[config.mk]
export PLATFORM = sky130hd
export DESIGN_NAME = debug_cmd_parser_flat
export DESIGN_NICKNAME = d
export VERILOG_FILES = /design/src/rtl/debug_cmd_pkg.sv /design/src/rtl/debug_cmd_parser_if.sv /design/src/rtl/debug_cmd_parser.sv /design/src/flat_wrapper.sv
export SDC_FILE = /design/constraint.sdc
export NUM_CORES = 1
export LEC_CHECK = 0
export ABC_AREA = 1
export CORE_MARGIN = 2
export CORE_UTILIZATION = 49
export DETAILED_ROUTE_END_ITERATION = 10
export PLACE_DENSITY = 0.76
export SLEW_MARGIN = 0
export SYNTH_ARGS = -nofsm -noshare
export SYNTH_HDL_FRONTEND = slang
export SYNTH_SLANG_ARGS = --single-unit
[constraint.sdc]
create_clock -name clk_in -period 1.5 [get_ports clk_in]
set_input_delay 0.3 -clock clk_in [delete_from_list [all_inputs] [get_ports clk_in]]
set_output_delay 0.3 -clock clk_in [all_outputs]
set_load 0.03 [all_outputs]
[src/rtl/debug_cmd_pkg.sv]
// Shared constants, state type and status-word layout for the debug UART
// command-frame parser.
package debug_cmd_pkg;

    localparam logic [7:0] OP_WRITE = 8'h57;  // 'W'
    localparam logic [7:0] OP_READ  = 8'h52;  // 'R'
    localparam logic [7:0] OP_PING  = 8'h50;  // 'P'
    localparam logic [7:0] CHAR_LF  = 8'h0A;
    localparam logic [7:0] CHAR_CR  = 8'h0D;

    typedef enum logic [2:0] {
        IDLE,
        ARG0,
        ARG1,
        TERM,
        EXEC,
        DRAIN
    } parser_state_t;

    localparam int SW_FRAME_LSB = 24;
    localparam int SW_ERR_LSB   = 16;
    localparam int SW_OP_LSB    = 8;
    localparam int SW_ADDR_LSB  = 0;

    function automatic logic [31:0] pack_status(input logic [7:0] frames,
                                                input logic [7:0] errs,
                                                input logic [7:0] op,
                                                input logic [7:0] addr);
        logic [31:0] w;
        w = '0;
        w[SW_FRAME_LSB +: 8] = frames;
        w[SW_ERR_LSB   +: 8] = errs;
        w[SW_OP_LSB    +: 8] = op;
        w[SW_ADDR_LSB  +: 8] = addr;
        return w;
    endfunction

endpackage

[src/rtl/debug_cmd_parser_if.sv]
// Byte-stream input and decoded strobe/status outputs of the debug command
// parser; slave is the parser side, master the byte source / consumer side.
interface debug_cmd_parser_if;

    logic [7:0]  cmd_byte;
    logic        cmd_valid;
    logic        wr_strobe;
    logic [7:0]  wr_addr;
    logic [7:0]  wr_data;
    logic        rd_strobe;
    logic [7:0]  rd_addr;
    logic        ping_pulse;
    logic        err_pulse;
    logic        busy;
    logic [31:0] status_word;

    modport master (
        output cmd_byte, cmd_valid,
        input  wr_strobe, wr_addr, wr_data, rd_strobe, rd_addr,
        input  ping_pulse, err_pulse, busy, status_word
    );

    modport slave (
        input  cmd_byte, cmd_valid,
        output wr_strobe, wr_addr, wr_data, rd_strobe, rd_addr,
        output ping_pulse, err_pulse, busy, status_word
    );

endinterface

[src/rtl/debug_cmd_parser.sv]
// Decodes opcode/argument/LF frames from the debug UART into one-cycle write,
// read and ping strobes, with an inter-byte timeout and a packed status word.
module debug_cmd_parser
    import debug_cmd_pkg::*;
#(
    parameter logic [27:0] TIMEOUT_TICKS = 28'd22000000
) (
    input  logic              clk_in,
    input  logic              reset,
    debug_cmd_parser_if.slave bus
);

    parser_state_t state_q, state_d;
    logic [7:0]  opcode_q, opcode_d;
    logic [7:0]  addr_q, addr_d;
    logic [7:0]  data_q, data_d;
    logic [27:0] tmo_q, tmo_d;
    logic        err_d, exec_d;

    logic        err_q, wr_strobe_q, rd_strobe_q, ping_q;
    logic [7:0]  wr_addr_q, wr_data_q, rd_addr_q;
    logic [7:0]  frame_cnt_q, err_cnt_q, last_op_q, last_addr_q;

    logic [7:0]  rx_byte;
    logic        rx_valid;

    assign rx_byte  = bus.cmd_byte;
    assign rx_valid = bus.cmd_valid;

    always_comb begin
        state_d  = state_q;
        opcode_d = opcode_q;
        addr_d   = addr_q;
        data_d   = data_q;
        tmo_d    = '0;
        err_d    = 1'b0;
        exec_d   = 1'b0;

        unique case (state_q)
            // EXEC lasts one cycle and accepts a new opcode exactly like IDLE
            IDLE, EXEC: begin
                state_d = IDLE;
                if (rx_valid && rx_byte != CHAR_LF && rx_byte != CHAR_CR) begin
                    opcode_d = rx_byte;
                    if (rx_byte == OP_WRITE || rx_byte == OP_READ) begin
                        state_d = ARG0;
                    end else if (rx_byte == OP_PING) begin
                        state_d = TERM;
                    end else begin
                        err_d   = 1'b1;
                        state_d = DRAIN;
                    end
                end
            end
            ARG0: begin
                if (rx_valid) begin
                    addr_d  = rx_byte;
                    state_d = (opcode_q == OP_WRITE) ? ARG1 : TERM;
                end
            end
            ARG1: begin
                if (rx_valid) begin
                    data_d  = rx_byte;
                    state_d = TERM;
                end
            end
            TERM: begin
                if (rx_valid) begin
                    if (rx_byte == CHAR_LF) begin
                        exec_d  = 1'b1;
                        state_d = EXEC;
                    end else begin
                        err_d   = 1'b1;
                        state_d = DRAIN;
                    end
                end
            end
            DRAIN: begin
                if (rx_valid && rx_byte == CHAR_LF) begin
                    state_d = IDLE;
                end
            end
            default: state_d = IDLE;
        endcase

        // An arriving byte always beats the timeout and leaves the counter cleared
        if (!rx_valid && state_q != IDLE && state_q != EXEC) begin
            if (tmo_q == TIMEOUT_TICKS - 28'd1) begin
                err_d   = 1'b1;
                state_d = IDLE;
            end else begin
                tmo_d = tmo_q + 28'd1;
            end
        end
    end

    always_ff @(posedge clk_in) begin
        if (!reset) begin
            state_q     <= IDLE;
            opcode_q    <= '0;
            addr_q      <= '0;
            data_q      <= '0;
            tmo_q       <= '0;
            err_q       <= 1'b0;
            wr_strobe_q <= 1'b0;
            rd_strobe_q <= 1'b0;
            ping_q      <= 1'b0;
            wr_addr_q   <= '0;
            wr_data_q   <= '0;
            rd_addr_q   <= '0;
            frame_cnt_q <= '0;
            err_cnt_q   <= '0;
            last_op_q   <= '0;
            last_addr_q <= '0;
        end else begin
            state_q     <= state_d;
            opcode_q    <= opcode_d;
            addr_q      <= addr_d;
            data_q      <= data_d;
            tmo_q       <= tmo_d;
            err_q       <= err_d;
            wr_strobe_q <= exec_d && (opcode_q == OP_WRITE);
            rd_strobe_q <= exec_d && (opcode_q == OP_READ);
            ping_q      <= exec_d && (opcode_q == OP_PING);
            if (exec_d && opcode_q == OP_WRITE) begin
                wr_addr_q <= addr_q;
                wr_data_q <= data_q;
            end
            if (exec_d && opcode_q == OP_READ) begin
                rd_addr_q <= addr_q;
            end
            // Status fields trail the strobe/error pulse by one cycle
            if (state_q == EXEC) begin
                frame_cnt_q <= frame_cnt_q + 8'd1;
                last_op_q   <= opcode_q;
                last_addr_q <= (opcode_q == OP_PING) ? 8'd0 : addr_q;
            end
            if (err_q && err_cnt_q != 8'hFF) begin
                err_cnt_q <= err_cnt_q + 8'd1;
            end
        end
    end

    assign bus.wr_strobe   = wr_strobe_q;
    assign bus.wr_addr     = wr_addr_q;
    assign bus.wr_data     = wr_data_q;
    assign bus.rd_strobe   = rd_strobe_q;
    assign bus.rd_addr     = rd_addr_q;
    assign bus.ping_pulse  = ping_q;
    assign bus.err_pulse   = err_q;
    assign bus.busy        = (state_q != IDLE);
    assign bus.status_word = pack_status(frame_cnt_q, err_cnt_q, last_op_q, last_addr_q);

endmodule

[src/flat_wrapper.sv]
// flat-port wrapper written by rule: the top's interface ports become plain ports
module debug_cmd_parser_flat import debug_cmd_pkg::*;
#(
    parameter logic [27:0] TIMEOUT_TICKS = 28'd22000000
)
  (clk_in, reset, bus_cmd_byte, bus_cmd_valid, bus_wr_strobe, bus_wr_addr, bus_wr_data, bus_rd_strobe, bus_rd_addr, bus_ping_pulse, bus_err_pulse, bus_busy, bus_status_word);
  debug_cmd_parser_if bus_i ();
  input  logic clk_in;
  input  logic reset;
  input wire logic [$bits(bus_i.cmd_byte)-1:0] bus_cmd_byte;
  input wire logic [$bits(bus_i.cmd_valid)-1:0] bus_cmd_valid;
  output wire logic [$bits(bus_i.wr_strobe)-1:0] bus_wr_strobe;
  output wire logic [$bits(bus_i.wr_addr)-1:0] bus_wr_addr;
  output wire logic [$bits(bus_i.wr_data)-1:0] bus_wr_data;
  output wire logic [$bits(bus_i.rd_strobe)-1:0] bus_rd_strobe;
  output wire logic [$bits(bus_i.rd_addr)-1:0] bus_rd_addr;
  output wire logic [$bits(bus_i.ping_pulse)-1:0] bus_ping_pulse;
  output wire logic [$bits(bus_i.err_pulse)-1:0] bus_err_pulse;
  output wire logic [$bits(bus_i.busy)-1:0] bus_busy;
  output wire logic [$bits(bus_i.status_word)-1:0] bus_status_word;
  assign bus_i.cmd_byte = bus_cmd_byte;
  assign bus_i.cmd_valid = bus_cmd_valid;
  assign bus_wr_strobe = bus_i.wr_strobe;
  assign bus_wr_addr = bus_i.wr_addr;
  assign bus_wr_data = bus_i.wr_data;
  assign bus_rd_strobe = bus_i.rd_strobe;
  assign bus_rd_addr = bus_i.rd_addr;
  assign bus_ping_pulse = bus_i.ping_pulse;
  assign bus_err_pulse = bus_i.err_pulse;
  assign bus_busy = bus_i.busy;
  assign bus_status_word = bus_i.status_word;
  debug_cmd_parser #(.TIMEOUT_TICKS(TIMEOUT_TICKS)) u_core (.clk_in(clk_in), .reset(reset), .bus(bus_i));
endmodule
==> results of run 1 <==
area by class of cell:
class                   count  area (µm²)
inverters                  71         274
well taps                 136         170
clock inverters            15         184
flip-flops and latches    115        2320
multi-input cells         502        2630
fillers                   810        2930
repair buffers            146        1300
clock buffers              17         414
routing by layer:
metal / share of wire [%] / wire, µm / global-route usage [%]
met1: 41 / 6340 / 30.1
met5: 0 / 0 / 0
met3: 5.3 / 813 / 6.13
met2: 51 / 7810 / 44.3
met4: 3.0 / 467 / 11.0
how the worst max path moves through the flow:
stage / start / endpoint / slack, ns / cells past startpoint
floorplan: u_core.tmo_q[0] / u_core.tmo_q[13] / 0.05 / 9
global placement: bus_cmd_byte[2] / u_core.state_q[2] / -0.37 / 10
detailed placement: bus_cmd_byte[2] / u_core.state_q[2] / -0.44 / 10
CTS: u_core.state_q[0] / bus_busy / -0.03 / 3
global route: u_core.opcode_q[6] / u_core.bus.wr_data[1] / -0.13 / 9
finish: u_core.opcode_q[2] / u_core.bus.wr_addr[2] / -0.07 / 6
timing repair:
item                       in CTS  in global routing
pin swaps                       1                 15
buffers inserted                2                 15
hold endpoints to repair        0                  0
setup endpoints to repair      86                 87
cloned                          0                  4
resized for setup             213                112
per-stage QoR:
step | util, % | power (mW) | setup WS [ns]
2_1_floorplan | - | 3.86 | 0.0461
3_3_place_gp | 62.4 | 4.23 | -0.367
3_5_place_dp | 62.4 | 4.26 | -0.441
4_1_cts | 68.6 | 8.36 | -0.0293
5_1_grt | 71.3 | 8.70 | -0.126
6_report | 71.3 | 8.45 | -0.0652
cells in the mapped netlist (all sizes together):
| master | number | area [µm²] |
|---|---|---|
| nand3b | 1 | 7.51 |
| dfxtp | 115 | 2300 |
| nor2 | 121 | 521 |
| ha | 3 | 37.5 |
| nand2 | 142 | 563 |
| xnor2 | 4 | 35.0 |
| buf | 13 | 98.8 |
| o21ai | 72 | 368 |
| a31oi | 1 | 12.5 |
| nand4 | 9 | 56.3 |
| clkbuf | 7 | 26.3 |
| a21oi | 85 | 463 |
| nand3 | 38 | 213 |
| nor3 | 14 | 81.3 |
| a21boi | 1 | 7.51 |
| o21a | 1 | 7.51 |
| or2 | 3 | 18.8 |
| inv | 71 | 267 |
| xor2 | 6 | 52.6 |
kinds of logic (layout without fill, tap and decap cells):
logic type	count (synthesis)	count (layout)	share of synthesized area, %
AOI/OAI and AO/OA	160	160	16.7
xor gates and xnor gates	10	10	1.70
adders and majority gates	3	3	0.731
DFF	115	115	44.8
buffers and inverters	91	249	7.62
and+or+nand+nor	328	329	28.4
critical path, stage by stage (launching register included):
cell and delay (ns):
dfxtp_1 0.41, nand4_1 0.31, nor2_4 0.29, buf_6 0.15, nand2_8 0.07, o21ai_1 0.15, nor2_1 0.07
registers in the layout (all words and copies together) (netlist names), 8 cells and up:
signal and count:
u_core.frame_cnt_q 8, u_core.data_q 8, u_core.last_addr_q 8, u_core.bus.wr_data 8, u_core.tmo_q 28, u_core.last_op_q 8, u_core.bus.rd_addr 8, u_core.opcode_q 8
u_core.addr_q 8, u_core.err_cnt_q 8, u_core.bus.wr_addr 8
power groups by stage:
stage,registers [mW],clock network [mW],logic [mW]
2_1_floorplan,3.47,0,0.395
5_1_grt,3.34,4.32,1.04
3_5_place_dp,3.37,0,0.885
4_1_cts,3.31,4.16,0.890
6_report,3.33,4.15,0.970
3_3_place_gp,3.37,0,0.862
==> key figures, run 1 <==
Outcome
  – Status: finished with violations
  – Violations in the final reports: negative setup slack

Synthesis
  – FF+latch count, synth: 115
  – Seq/Total Area, Yosys: 44.8%
  – Mapped cell area: 5140 µm²
  – Post-synthesis instance total: 707
  – Post-synthesis cell type count: 35
  – Syn. warnings: 0
  – Syn nets: 721
  – Syn Area/Cell: 7.27 µm²

Critical path
  – CP Class: register to register
  – CP Data Arrival Time: 1.98 ns
  – Origin of the critical flop-to-flop path: u_core.opcode_q[2]
  – CP startpoint kind: register
  – Crit end category: register
  – Crit path required time: 1.92 ns
  – Cells on worst reg2reg path: 6
  – R2R setup slack: -0.07 ns
  – Worst r2r dst: u_core.bus.wr_addr[2]
  – Critical path peak fanout: 8

Route
  – Count of TritonRoute iterations in the first routing pass: 5
  – Via count: 5,316
  – WL/cell: 15.4 µm
  – Final WL: 15,400 µm
  – Drt first-iter violations: 229
  – DRC: 0
  – Antenna-violating nets left: 0
  – Vias per Instance: 5.31

Power
  – Sw power: 2.41 mW
  – IR drop worst, VDD: 0.000795 V
  – Power per Cell Area: 1160 nW/µm²
  – Sw Ratio: 28.5%
  – Comb pwr share: 11.5%
  – Leakage Power: 2.91 nW
  – Part of the power in registers: 39.4%
  – Internal Power: 6.04 mW
  – Clock share of power: 49.1%

Placement
  – Placed cell areas: 6380 µm²
  – Placer Congestion: 0.922
  – Port bufs: 71
  – Hpwl dp: 9890 µm
  – Placed Instances: 949

Cells and area
  – Antenna diodes: 0
  – Most frequent cells in the layout: nand2_1 (131), dfxtp_1 (103), nor2_1 (99)
  – Area Growth Syn to Fin: 42.1%
  – Commonest non-fill, non-tap cell in the layout: nand2_1
  – Final instance area: 7300 µm²
  – Final #Nets: 867
  – Layout cells sized above 1: 30.6%
  – Layout Cells excl Fill: 1,002

STA
  – Setup-failing EPs final: 31
  – Worst slew margin: 77.8%
  – Post-Route Setup TNS: -0.868 ns
  – Setup Skew: 0.0133 ns
  – Setup ws final: -0.0652 ns
  – Worst-Margin Slew: 0.333 ns
  – Max Slew Vio Count: 0
  – Endpoints failing hold: 0
  – Tcrit/Tclk final: 104%
  – Max Clock Freq: 639 MHz
  – RSZ-0062 raised after global routing: true
  – Minimum clock period: 1.57 ns
  – Hold WS: 0.127 ns

Floorplan
  – Die Footprint: 11,300 µm²
  – Die height: 106 µm
  – Core Footprint: 10,200 µm²
  – I/O Pins: 72
  – Cell Rows: 37
  – Die W: 106 µm
  – Initial Util: 50.2%

Clocking
  – Clock latency on the worst-skew pair: 0.53 ns
  – Clk sinks: 115
  – Clk root buf: clkbuf_8
  – CTS HTree Levels: 4
  – CTS Buf Count: 17
  – TritonCTS clock tree: yes
  – Cts hold-fix bufs: 0
  – Clock slew at reported path FFs: 0.06 ns
  – CTS Buffer Depth: 2

GRT
  – Global Route Usage Sum: 25.6%
  – Pin count of the biggest net entering global routing: 65
  – Number of global-route vias before repair: 4,929
  – Initial antenna violation count: 0
  – First-pass GRT wire length: 23,000 µm
  – Grt ovf: 0

Flow run
  – # Max-Cap Violations: 0

Hold path
  – Hold wc startpoint: reset
  – Min-Delay Path Depth: 3
  – Hold endpoint: u_core.bus.err_pulse
  – Min-delay worst type: input pin to register
Note: power is estimated with default switching activity, not from simulation.
==> run 2, diff against run 1 <==
- CORE_MARGIN: 2 -> 3
- GPL_ROUTABILITY_DRIVEN: unset -> 0
==> run 2 against run 1 <==
Against the previous run: the flow still finishes with violations (negative setup slack); routed wire length is 4.5% higher; first-iteration DRC count is 92% higher; power is 3.7% lower; critical endpoint is now u_core.tmo_q[6]; largest cell class unchanged.
==> key figures, run 2 (synthesized netlist as in run 1, its figures left out) <==
Cells and area
  – Final #Nets: 864
  – Largest Register: u_core.tmo_q
  – Commonest non-fill, non-tap cell in the layout: nand2_1
  – Core Util, Final: 73.0%
  – Fillers: 709
  – Layout cells sized above 1: 31.2%
  – Max reg flops: 28
  – Antenna diodes: 0
  – Most frequent cells in the layout: nand2_1 (125), dfxtp_1 (104), nor2_1 (97)
  – Area Growth Syn to Fin: 42.1%

Floorplan
  – Die W: 108 µm
  – Initial Util: 51.4%
  – Die Footprint: 11,700 µm²
  – Die height: 108 µm
  – Core Footprint: 10000 µm²
  – I/O Pins: 72
  – Cell Rows: 36

Flow run
  – # Max-Cap Violations: 0

Route
  – Via count: 5,471
  – DRC: 0
  – Vias per Instance: 5.49
  – Antenna-violating nets left: 0
  – WL/cell: 16.2 µm
  – Drt first-iter violations: 439
  – Count of TritonRoute iterations in the first routing pass: 6
  – Final WL: 16,100 µm

Placement
  – Dpl ws: -0.393 ns
  – Port bufs: 71
  – Hpwl dp: 9650 µm

Critical path
  – R2R setup slack: -0.11 ns
  – Origin of the critical flop-to-flop path: u_core.tmo_q[18]
  – Max incr delay on CP: 0.34 ns
  – CP Data Arrival Time: 2.03 ns
  – Critical path peak fanout: 5
  – Delay-heaviest family, CP: simple AND/OR/NAND/NOR gates
  – CP Class: register to register
  – Crit end category: register
  – CP startpoint kind: register
  – Crit path required time: 1.92 ns
  – CP Cell Sequence: nand2_1, nor2_2, nand3_1, nor2_2, nand2_2, nand3_4, buf_12, buf_12, buf_12, nor2_2
  – CP Launch Point: u_core.tmo_q[18]
  – WP buf/inv: 3
  – Worst path slowest cell: dfxtp_1

STA
  – Minimum clock period: 1.61 ns
  – Post-Route Setup TNS: -1.12 ns
  – Setup ws final: -0.112 ns
  – Max Clock Freq: 621 MHz
  – Worst-Margin Slew: 0.407 ns
  – Endpoints failing hold: 0
  – Worst slew margin: 72.7%
  – RSZ-0062 raised after global routing: true
  – Setup Skew: 0.00868 ns
  – Max Slew Vio Count: 0
  – Tcrit/Tclk final: 107%
  – Setup-failing EPs final: 21

Hold path
  – Hold wc startpoint: reset
  – Min-delay worst type: input pin to register

Clocking
  – Clock slew at reported path FFs: 0.06 ns
  – Clk root buf: clkbuf_8
  – Cts hold-fix bufs: 0
  – Clk sinks: 115
  – CTS Buf Count: 17
  – CTS Buffer Depth: 2
  – TritonCTS clock tree: yes
  – CTS HTree Levels: 4
  – Clock latency on the worst-skew pair: 0.53 ns

Outcome
  – Violations in the final reports: negative setup slack
  – Status: finished with violations

GRT
  – Global Route Usage Sum: 26.5%
  – Number of global-route vias before repair: 5,293
  – First-pass GRT wire length: 24,400 µm
  – Pin count of the biggest net entering global routing: 29
  – Grt ovf: 0
  – Initial antenna violation count: 0

Power
  – IR drop worst, VDD: 0.000738 V
  – Power per Cell Area: 1110 nW/µm²
  – Power Total: 8.13 mW
  – Leakage Power: 2.91 nW
[run 2: changes by cell type in the layout (fill, tap and decap cells not counted), sizes merged]
cell,delta
bufinv,-1
clkdlybuf4s18,-3
buf,+4
clkinv,+4
clkdlybuf4s15,-3
clkinvlp,+3
clkbuf,+1
inv,-8
[run 2: repair_timing]
item,4_1_cts,5_1_grt
endpoints found under the setup margin,86,96
gates cloned,2,2
setup buffers,10,12
resized for setup,220,135
pin swaps,4,22
[run 2: per-layer routing]
| metal | routed length, µm | up-vias | track usage [%] |
|---|---|---|---|
| li1 | - | 2589 | - |
| met1 | 6340 | 2576 | 30.8 |
| met2 | 8290 | 259 | 46.3 |
| met3 | 1020 | 47 | 6.21 |
| met4 | 487 | 0 | 11.6 |
| met5 | 0 | - | 0 |
[run 2: layout make-up]
type | instances | area, µm² | area share [%]
clock buffer | 19 | 442 | 6.05
clock inverter | 13 | 125 | 1.71
inverter | 71 | 274 | 3.75
multi-input combinational | 502 | 2700 | 37.0
sequential | 115 | 2320 | 31.8
tap | 133 | 166 | 2.28
timing repair buffer | 143 | 1270 | 17.4
[run 2: report_power, final]
part | total (mW) | internal, mW | switching (mW)
sequential | 3.33 | 3.19 | 0.131
combinational | 0.954 | 0.378 | 0.576
clock | 3.85 | 2.30 | 1.55
[run 2: path summary, 6_finish.rpt]
kind / cells past startpoint / to
max reg2reg: 10 / u_core.tmo_q[6]
max: 10 / u_core.tmo_q[6]
min reg2reg: 2 / u_core.tmo_q[27]
min: 3 / u_core.err_cnt_q[3]
[run 2: through the flow]
step / cells / cell area (µm²) / hold slack (ns)
floorplan: 707 / 5140 / 0.429
global placement: 941 / 6340 / 0.447
detailed placement: 941 / 6340 / 0.459
CTS: 985 / 7120 / 0.174
global route: 996 / 7300 / 0.216
finish: 996 / 7300 / 0.209
[run 2: worst min-delay path: cells and delay by family]
family,cells,cell delay (ns)
compound gates,1,0.03
buf+inv,1,0.23
simple gates,1,0.12
==> run 3, diff against run 2 <==
- CORE_MARGIN: 3 -> 5
==> run 3 against run 2 <==
Against the previous run: the run still ends with negative setup slack left; global-route usage decreased by 1.5 points; die area increased by 7.5%; clock power increased by 8.6%; clock skew increased by 0.0010 ns; cell count decreased by 0.10%; first-iteration DRC count decreased by 7.3%; register-to-register slack improved by 0.07 ns; final area decreased by 0.98%; highest routed layer unchanged.
==> key figures, run 3 (synthesized netlist as in run 1, its figures left out) <==
Cells and area
  – Final instance area: 7230 µm²
  – Most frequent cells in the layout: nand2_1 (130), dfxtp_1 (101), nor2_1 (91)
  – Largest Register: u_core.tmo_q
  – Storage element area: 2320 µm²
  – Fillers: 827
  – Core Util, Final: 70.3%
  – Multi-input logic area: 2670 µm²
  – Layout Cells excl Fill: 995
  – Area Growth Syn to Fin: 40.7%
  – Final #Nets: 860
  – Layout cells sized above 1: 31.4%
  – Antenna diodes: 0
  – Max reg flops: 28
  – Commonest non-fill, non-tap cell in the layout: nand2_1

Clocking
  – Clk sinks: 115
  – CTS HTree Levels: 4
  – Cts hold-fix bufs: 0
  – Clk root buf: clkbuf_8
  – CTS Buffer Depth: 2
  – Clock latency on the worst-skew pair: 0.52 ns
  – Clock slew at reported path FFs: 0.06 ns
  – CTS Buf Count: 17
  – TritonCTS clock tree: yes

STA
  – Worst-Margin Slew: 0.398 ns
  – Max Clock Freq: 649 MHz
  – Endpoints failing hold: 0
  – Post-Route Setup TNS: -0.513 ns
  – Tcrit/Tclk final: 103%
  – Setup ws final: -0.0398 ns
  – RSZ-0062 raised after global routing: true
  – Worst slew margin: 73.5%
  – Minimum clock period: 1.54 ns
  – Hold WS: 0.242 ns
  – Setup Skew: 0.00970 ns
  – Setup-failing EPs final: 25
  – Max Slew Vio Count: 0

Placement
  – Placed cell areas: 6380 µm²
  – Hpwl dp: 10,200 µm
  – Placed Instances: 949
  – Port bufs: 71
  – Dpl ws: -0.385 ns

Critical path
  – Max incr delay on CP: 0.36 ns
  – CP Data Arrival Time: 1.95 ns
  – Worst path slowest cell: dfxtp_1
  – CP Class: register to register
  – Critical path peak fanout: 8
  – WP buf/inv: 2
  – CP startpoint kind: register
  – CP Cell Sequence: nand2_2, nor2_2, nand3_2, nor2_2, nand2_2, nand3_4, buf_4, buf_12, a21oi_2
  – Crit path required time: 1.91 ns
  – Delay-heaviest family, CP: simple AND/OR/NAND/NOR gates
  – Crit end category: register

Power
  – Internal Power: 6.24 mW
  – Sw Ratio: 26.6%
  – IR drop worst, VDD: 0.000881 V
  – Comb pwr share: 11.7%
  – Power per Cell Area: 1180 nW/µm²
  – Sw power: 2.26 mW
  – Part of the power in registers: 39.2%
  – Clock share of power: 49.2%
  – Leakage Power: 2.94 nW
  – Power Total: 8.50 mW

Route
  – WL/cell: 16.6 µm
  – Via count: 5,460
  – Drt first-iter violations: 407
  – Vias per Instance: 5.49
  – DRC: 0
  – Final WL: 16,500 µm
  – Antenna-violating nets left: 0
  – Count of TritonRoute iterations in the first routing pass: 6

GRT
  – Global Route Usage Sum: 24.9%
  – Number of global-route vias before repair: 5,456
  – Grt ovf: 0
  – First-pass GRT wire length: 25,700 µm
  – Pin count of the biggest net entering global routing: 27
  – Initial antenna violation count: 0

Floorplan
  – Initial Util: 50.0%
  – Die Footprint: 12,600 µm²
  – Die W: 112 µm
  – I/O Pins: 72
  – Core Footprint: 10,300 µm²
  – Cell Rows: 37
  – Die height: 112 µm

Hold path
  – Min-delay worst type: input pin to register

Flow run
  – # Max-Cap Violations: 0

Outcome
  – Violations in the final reports: negative setup slack
  – Status: finished with violations
[run 3: cell count changes in the layout (fill, tap and decap cells not counted), moves of 4 or more]
cell	before	now
dfxtp_2	8	12
nor2_1	97	91
buf_2	36	49
nand2_1	125	130
nor2_2	10	19
clkinvlp_4	5	1
buf_6	6	0
clkdlybuf4s15_2	20	9
[run 3: final timing paths]
| path | start | end | slack (ns) | cells after the start |
|---|---|---|---|---|
| worst max-delay path | u_core.tmo_q[16] | u_core.tmo_q[17] | -0.04 | 9 |
| worst max register to register | u_core.tmo_q[16] | u_core.tmo_q[17] | -0.04 | 9 |
| worst min register to register | u_core.tmo_q[27] | u_core.tmo_q[27] | 0.47 | 2 |
| worst min-delay path | reset | u_core.last_addr_q[4] | 0.24 | 3 |
[run 3: cell type report]
class / count / share of cell area [%]
Clock buffer: 20 / 6.16
Clock inverter: 12 / 2.32
Inverter: 71 / 3.79
Multi-Input combinational cell: 502 / 36.9
Sequential cell: 115 / 32.2
Tap cell: 136 / 2.35
Timing Repair Buffer: 139 / 16.3
[run 3: tightest hold or removal path, delay by kind of cell]
kind	cells	cell delay, ns
buf+inv	1	0.23
compound gates	2	0.18
[run 3: timing repair]
action                                  4_1_cts  5_1_grt
endpoints found under the setup margin       82      110
pin swaps                                     2        8
gates resized for setup                     218      151
cloned                                        1        5
setup buffers                                 5        4
[run 3: per-layer routing]
metal / routed length [µm] / GRT usage, % / up-vias
li1: - / - / 2586
met3: 1100 / 7.22 / 58
met4: 464 / 9.46 / 0
met2: 8550 / 44.5 / 264
met1: 6410 / 28.1 / 2552
met5: 0 / 0 / -
[run 3: power groups by stage]
stage,logic (mW),registers [mW],clock network (mW)
final,0.993,3.33,4.18
after global routing,1.07,3.34,4.40
after CTS,0.937,3.32,4.21
after detailed placement,0.892,3.38,0
after global placement,0.864,3.37,0
after floorplan,0.395,3.47,0
